<file path="src/rtl/hazard_unit.sv">
// hazard_unit: pipeline hazard controller for the 5-stage RISC-V core.
// It drives the pipeline register enables and flushes for three cases:
//   - load-use stalls;
//   - taken-branch flushes;
//   - multi-cycle data-memory freezes, with a timeout watchdog.
// It also keeps saturating stall and flush counters.
module hazard_unit #(
    parameter int CNT_W       = 16,
    parameter int MEM_TIMEOUT = 255,
    parameter int TO_W        = 8
) (
    input  logic             clk,
    input  logic             rst,
    input  logic             id_ex_mem_read,
    input  logic [4:0]       id_ex_rd,
    input  logic [4:0]       if_id_rs1,
    input  logic [4:0]       if_id_rs2,
    input  logic             if_id_rs1_used,
    input  logic             if_id_rs2_used,
    input  logic             ex_branch_taken,
    input  logic             dmem_req,
    input  logic             dmem_ready,
    output logic             pc_write,
    output logic             if_id_write,
    output logic             id_ex_write,
    output logic             ex_mem_write,
    output logic             if_id_flush,
    output logic             id_ex_flush,
    output logic             mem_wb_flush,
    output logic [CNT_W-1:0] stall_cnt,
    output logic [CNT_W-1:0] flush_cnt,
    output logic             mem_timeout_err,
    output logic [1:0]       hazard_state
);

    typedef enum logic [1:0] {
        RUN      = 2'b00,
        MEM_WAIT = 2'b01,
        ERROR    = 2'b11
    } state_t;

    // wait_cnt holds the number of consecutive not-ready cycles seen so far.
    // Reaching WAIT_LAST while still not ready means this cycle is the last allowed.
    localparam logic [TO_W-1:0]  WAIT_LAST = TO_W'(MEM_TIMEOUT - 1);
    localparam logic [CNT_W-1:0] CNT_MAX   = '1;

    state_t          state;
    logic [TO_W-1:0] wait_cnt;
    logic            lu;
    logic            mem_busy;
    logic            freeze;
    logic            stall_inc;
    logic            flush_inc;

    assign lu = id_ex_mem_read && (id_ex_rd != 5'd0) &&
                ((if_id_rs1_used && (if_id_rs1 == id_ex_rd)) ||
                 (if_id_rs2_used && (if_id_rs2 == id_ex_rd)));

    assign mem_busy        = dmem_req && !dmem_ready;
    assign mem_timeout_err = (state == ERROR);
    assign hazard_state    = state;

    // Decode the current state and inputs into enables, flushes and counter events.
    always_comb begin
        // NOTE: every output gets a default first, so no path can infer a latch.
        pc_write     = 1'b1;
        if_id_write  = 1'b1;
        id_ex_write  = 1'b1;
        ex_mem_write = 1'b1;
        if_id_flush  = 1'b0;
        id_ex_flush  = 1'b0;
        mem_wb_flush = 1'b0;
        stall_inc    = 1'b0;
        flush_inc    = 1'b0;
        freeze       = 1'b1;

        unique case (state)
            RUN:      freeze = mem_busy;
            MEM_WAIT: freeze = !dmem_ready;
            default:  freeze = 1'b1;
        endcase

        if (freeze) begin
            pc_write     = 1'b0;
            if_id_write  = 1'b0;
            id_ex_write  = 1'b0;
            ex_mem_write = 1'b0;
            mem_wb_flush = 1'b1;
            stall_inc    = (state != ERROR);
        end else if (ex_branch_taken) begin
            // The ID instruction is wrong-path, so a pending load-use is moot.
            if_id_flush = 1'b1;
            id_ex_flush = 1'b1;
            flush_inc   = 1'b1;
        end else if (lu) begin
            pc_write    = 1'b0;
            if_id_write = 1'b0;
            id_ex_flush = 1'b1;
            stall_inc   = 1'b1;
        end

        // Reset holds the whole pipeline in bubbles without waiting for a clock edge.
        if (rst) begin
            pc_write     = 1'b0;
            if_id_write  = 1'b0;
            id_ex_write  = 1'b0;
            ex_mem_write = 1'b0;
            if_id_flush  = 1'b1;
            id_ex_flush  = 1'b1;
            mem_wb_flush = 1'b1;
            stall_inc    = 1'b0;
            flush_inc    = 1'b0;
        end
    end

    // Track the memory-wait sequence and the sticky timeout state.
    always_ff @(posedge clk or posedge rst) begin
        // NOTE: sequential state uses non-blocking assignments only, so every
        // register samples the values from before the clock edge.
        if (rst) begin
            state    <= RUN;
            wait_cnt <= '0;
        end else begin
            unique case (state)
                RUN: begin
                    if (mem_busy) begin
                        state    <= MEM_WAIT;
                        wait_cnt <= TO_W'(1);
                    end
                end
                MEM_WAIT: begin
                    if (dmem_ready) begin
                        state    <= RUN;
                        wait_cnt <= '0;
                    end else if (wait_cnt == WAIT_LAST) begin
                        state <= ERROR;
                    end else begin
                        wait_cnt <= wait_cnt + TO_W'(1);
                    end
                end
                default: state <= ERROR;
            endcase
        end
    end

    // Saturating performance counters for stall and branch-flush cycles.
    always_ff @(posedge clk or posedge rst) begin
        if (rst) begin
            stall_cnt <= '0;
            flush_cnt <= '0;
        end else begin
            if (stall_inc && (stall_cnt != CNT_MAX)) begin
                stall_cnt <= stall_cnt + CNT_W'(1);
            end
            if (flush_inc && (flush_cnt != CNT_MAX)) begin
                flush_cnt <= flush_cnt + CNT_W'(1);
            end
        end
    end

endmodule

</file>
<file path="config.mk">
export PLATFORM = sky130hd
export DESIGN_NAME = hazard_unit
export DESIGN_NICKNAME = d
export VERILOG_FILES = /design/src/rtl/hazard_unit.sv
export SDC_FILE = /design/constraint.sdc
export NUM_CORES = 1
export LEC_CHECK = 0
export ABC_AREA = 1
export CORE_AREA = 2 2 92 94
export CTS_CLUSTER_SIZE = 40
export DETAILED_ROUTE_END_ITERATION = 10
export DIE_AREA = 0 0 94 96
export GPL_ROUTABILITY_DRIVEN = 0
export PLACE_DENSITY = 0.59
export SLEW_MARGIN = 30
export SYNTH_ARGS = -nofsm -noshare
export SYNTH_HDL_FRONTEND = slang
export SYNTH_SLANG_ARGS = --single-unit
</file>
<file path="constraint.sdc">
create_clock -name clk -period 2.55 [get_ports clk]
set_clock_uncertainty 0.15 [all_clocks]
set_input_delay 0.51 -clock clk [delete_from_list [all_inputs] [get_ports clk]]
set_output_delay 0.51 -clock clk [all_outputs]
set_load 0.05 [all_outputs]
</file>
==> impl_metrics.toml <==
[timing]
post-route-period-util_pct = 98.0
slew_headroom_pct = 65.4
hold_viol = 0
layout_min_cycle_time_ns = 2.50
setup-tns-final_ns = 0
clock.fmax_ghz = 0.400
tightest_slew_ns = 0.517
drv_slew = 0
setup_viol_count_final = 0

[worst_setup_path]
endpoint_kind = "output port"
startpoint_type = "input port"
crit_fanout = 4
worst_ep_arrival_time_ns = 1.84
worst_ep_required_time_ns = 1.89
critPathKind = "input port to output port"

[layout]
nets = 498
n_fill_cell = 811
area_growth_pct = 38.8
antenna_cells = 0
drive_above_1_share_pct = 12.1
utilization_pct = 47.3

[pwr]
vdd_drop_max_mv = 0.283
p_clk_share_pct = 37.5
power_leakage_nw = 1.87
p_int_mw = 1.04
switchingPower_mw = 0.337
combPwrFrac_pct = 12.8
power.density_nw_per_um2 = 362
p_seq_share_pct = 49.6
switching_share_pct = 24.5

[cts]
clockBufferDepth = 2
cts_inserted_buffers = 5
htree_levels = 2
clkSinkCount = 42
cts_tree = "yes"
clock-root-buffer = "clkbuf_8"
path_clk_slew_ns = 0.07
clock_latency_ns = 0.29
ctsHoldBuffers = 0
post-cts-setup-buffer-count = 0

[yosys]
synthArstFlopShare_pct = 100
synth_area_sq_um = 2750
seq_area_frac_synth_pct = 38.3
synth_area_leaders = "dfrtp_1 38%, nand2_1 17%, inv_1 7.8%"
synth_commonest_cells = "126 x nand2_1, 57 x inv_1, 42 x dfrtp_1, 36 x nand3_1, 36 x nor2_1"
synth.avg_cell_area_sq_um = 6.95
synth_ff_type = "dfrtp_1"
syn-num-nets = 422
ys_ff_latch = 42
yosysMostFrequentCell = "nand2_1"
ys_types = 25
synth_edf_count = 0
synth_top_area_share_pct = 38.3
synth_area_leader_cell = "dfrtp_1"
yosysWarnings = 0
postSynthCellCount = 395

[status]
status = "finished, final reports clean"

[route]
via_per_inst = 4.55
drt_iter0_drc = 79
finalWirelength_mm = 6.65
antenna_left = 0
dr_total_vias = 2623
drc = 0
drt_pre_antenna_iters = 4
routedWlPerCell_microns = 11.5

[die]
core_area_sq_um = 8050
die_w_microns = 94
initial_utilization_pct = 34.1
io_pins = 65
fp.dieH_microns = 96
row_count = 33
die_area_sq_um = 9020

[grt]
grt_pass1_wl_mm = 11.7
grt_pass1_vias = 2675
overflow = 0
grt_usage_pct = 16.0
grt_max_degree = 27
antenna_found_initial = 0

[placed_design]
hpwl_mm = 5.10
numPortBuffers = 64

[worst_hold_path]
hold_path_class = "flip-flop to flip-flop"

[flow_run]
cap_violations = 0
## layer usage
metal	track usage (%)	part of all wire, %	vias to the layer above	wire length (microns)
li1	-	-	1381	-
met2	28.7	51	47	3360
met5	0	0	-	0
met1	20.2	46	1190	3090
met3	2.90	2.5	5	168
met4	3.62	0.44	0	29
## state kept, by name (all words and copies together) (netlist names)
| register | count |
|---|---|
| flush_cnt | 16 |
| wait_cnt | 8 |
| hazard_state | 2 |
| stall_cnt | 16 |
## critical path: stages
cell and delay [ns]:
clkdlybuf4s50_1 0.45, inv_2 0.11, nand2_2 0.06, nand2_2 0.08
o21ai_4 0.07, inv_2 0.11, o21ai_4 0.06, a31o_2 0.23
buf_12 0.15
## path summary, 6_finish.rpt
path / startpoint / end / slack [ns] / depth (start not counted)
hold / removal: stall_cnt[15] / stall_cnt[15] / 0.36 / 2
min in group asynchronous: rst / stall_cnt[6] / 0.54 / 3
hold reg to reg: stall_cnt[15] / stall_cnt[15] / 0.36 / 2
max in group asynchronous: rst / stall_cnt[2] / 1.40 / 3
setup reg to reg: flush_cnt[0] / flush_cnt[14] / 0.51 / 9
setup / recovery: dmem_ready / id_ex_flush / 0.05 / 9
## final cells by class
class | instances | area [sq um] | share of cell area (%)
clock buffers | 7 | 76.3 | 2.00
clock inverters | 1 | 30.0 | 0.788
inverters | 61 | 233 | 6.11
multi-input cells | 286 | 1460 | 38.3
flip-flops and latches | 42 | 1050 | 27.7
well taps | 105 | 131 | 3.45
repair buffers | 75 | 826 | 21.7
## cells in the final DEF (no fill, tap or decap), types with 4 or more instances in the layout
cell type / n
dfrtp_1: 40
o21ai_0: 19
nand2_2: 4
inv_1: 53
buf_4: 10
dlymetal6s2s_1: 8
clkbuf_8: 5
nor2_1: 33
inv_2: 7
nand2_4: 4
buf_12: 8
nand3_1: 35
nand2_1: 125
nor2_2: 6
xor2_1: 16
xnor2_1: 4
nor3_1: 13
nand4_1: 9
ha_1: 4
clkdlybuf4s50_1: 49
## through the flow
stage	cell area [sq um]	std cells	setup WS [ns]	power, mW	hold WS [ns]
final	3810	577	0.0520	1.38	0.356
after global routing	3810	577	-0.0130	1.45	0.423
after CTS	3770	577	0.00918	1.40	0.363
after detailed placement	3670	569	-0.0120	0.875	0.344
after global placement	3670	569	0.0103	0.874	0.330
after floorplan	2770	395	0.0148	0.787	0.326
## kinds of logic (layout without fill, tap and decap cells)
group / Yosys count / after routing / synth area share [%]
buffers and inverters: 67 / 144 / 9.94
flip-flops: 42 / 42 / 38.3
AND/OR/NAND/NOR: 234 / 234 / 37.1
adder cells (fa/ha/maj): 4 / 4 / 1.82
XOR/XNOR: 22 / 22 / 7.57
AO/OA/AOI/OAI: 26 / 26 / 5.24
## repair_timing
| item | CTS | global route |
|---|---|---|
| cloned | 0 | 0 |
| gates resized for setup | 0 | 16 |
| pin swaps | 1 | 3 |
| endpoints found under the setup margin | 2 | 3 |
## power by group through the flow
stage	clock [mW]	combinational [mW]	sequential [mW]
final	0.517	0.177	0.684
after global placement	0	0.176	0.698
after CTS	0.539	0.178	0.684
after detailed placement	0	0.178	0.697
after global routing	0.568	0.193	0.686
after floorplan	0	0.0633	0.724
No activity file was read; power rests on OpenSTA's default activity.
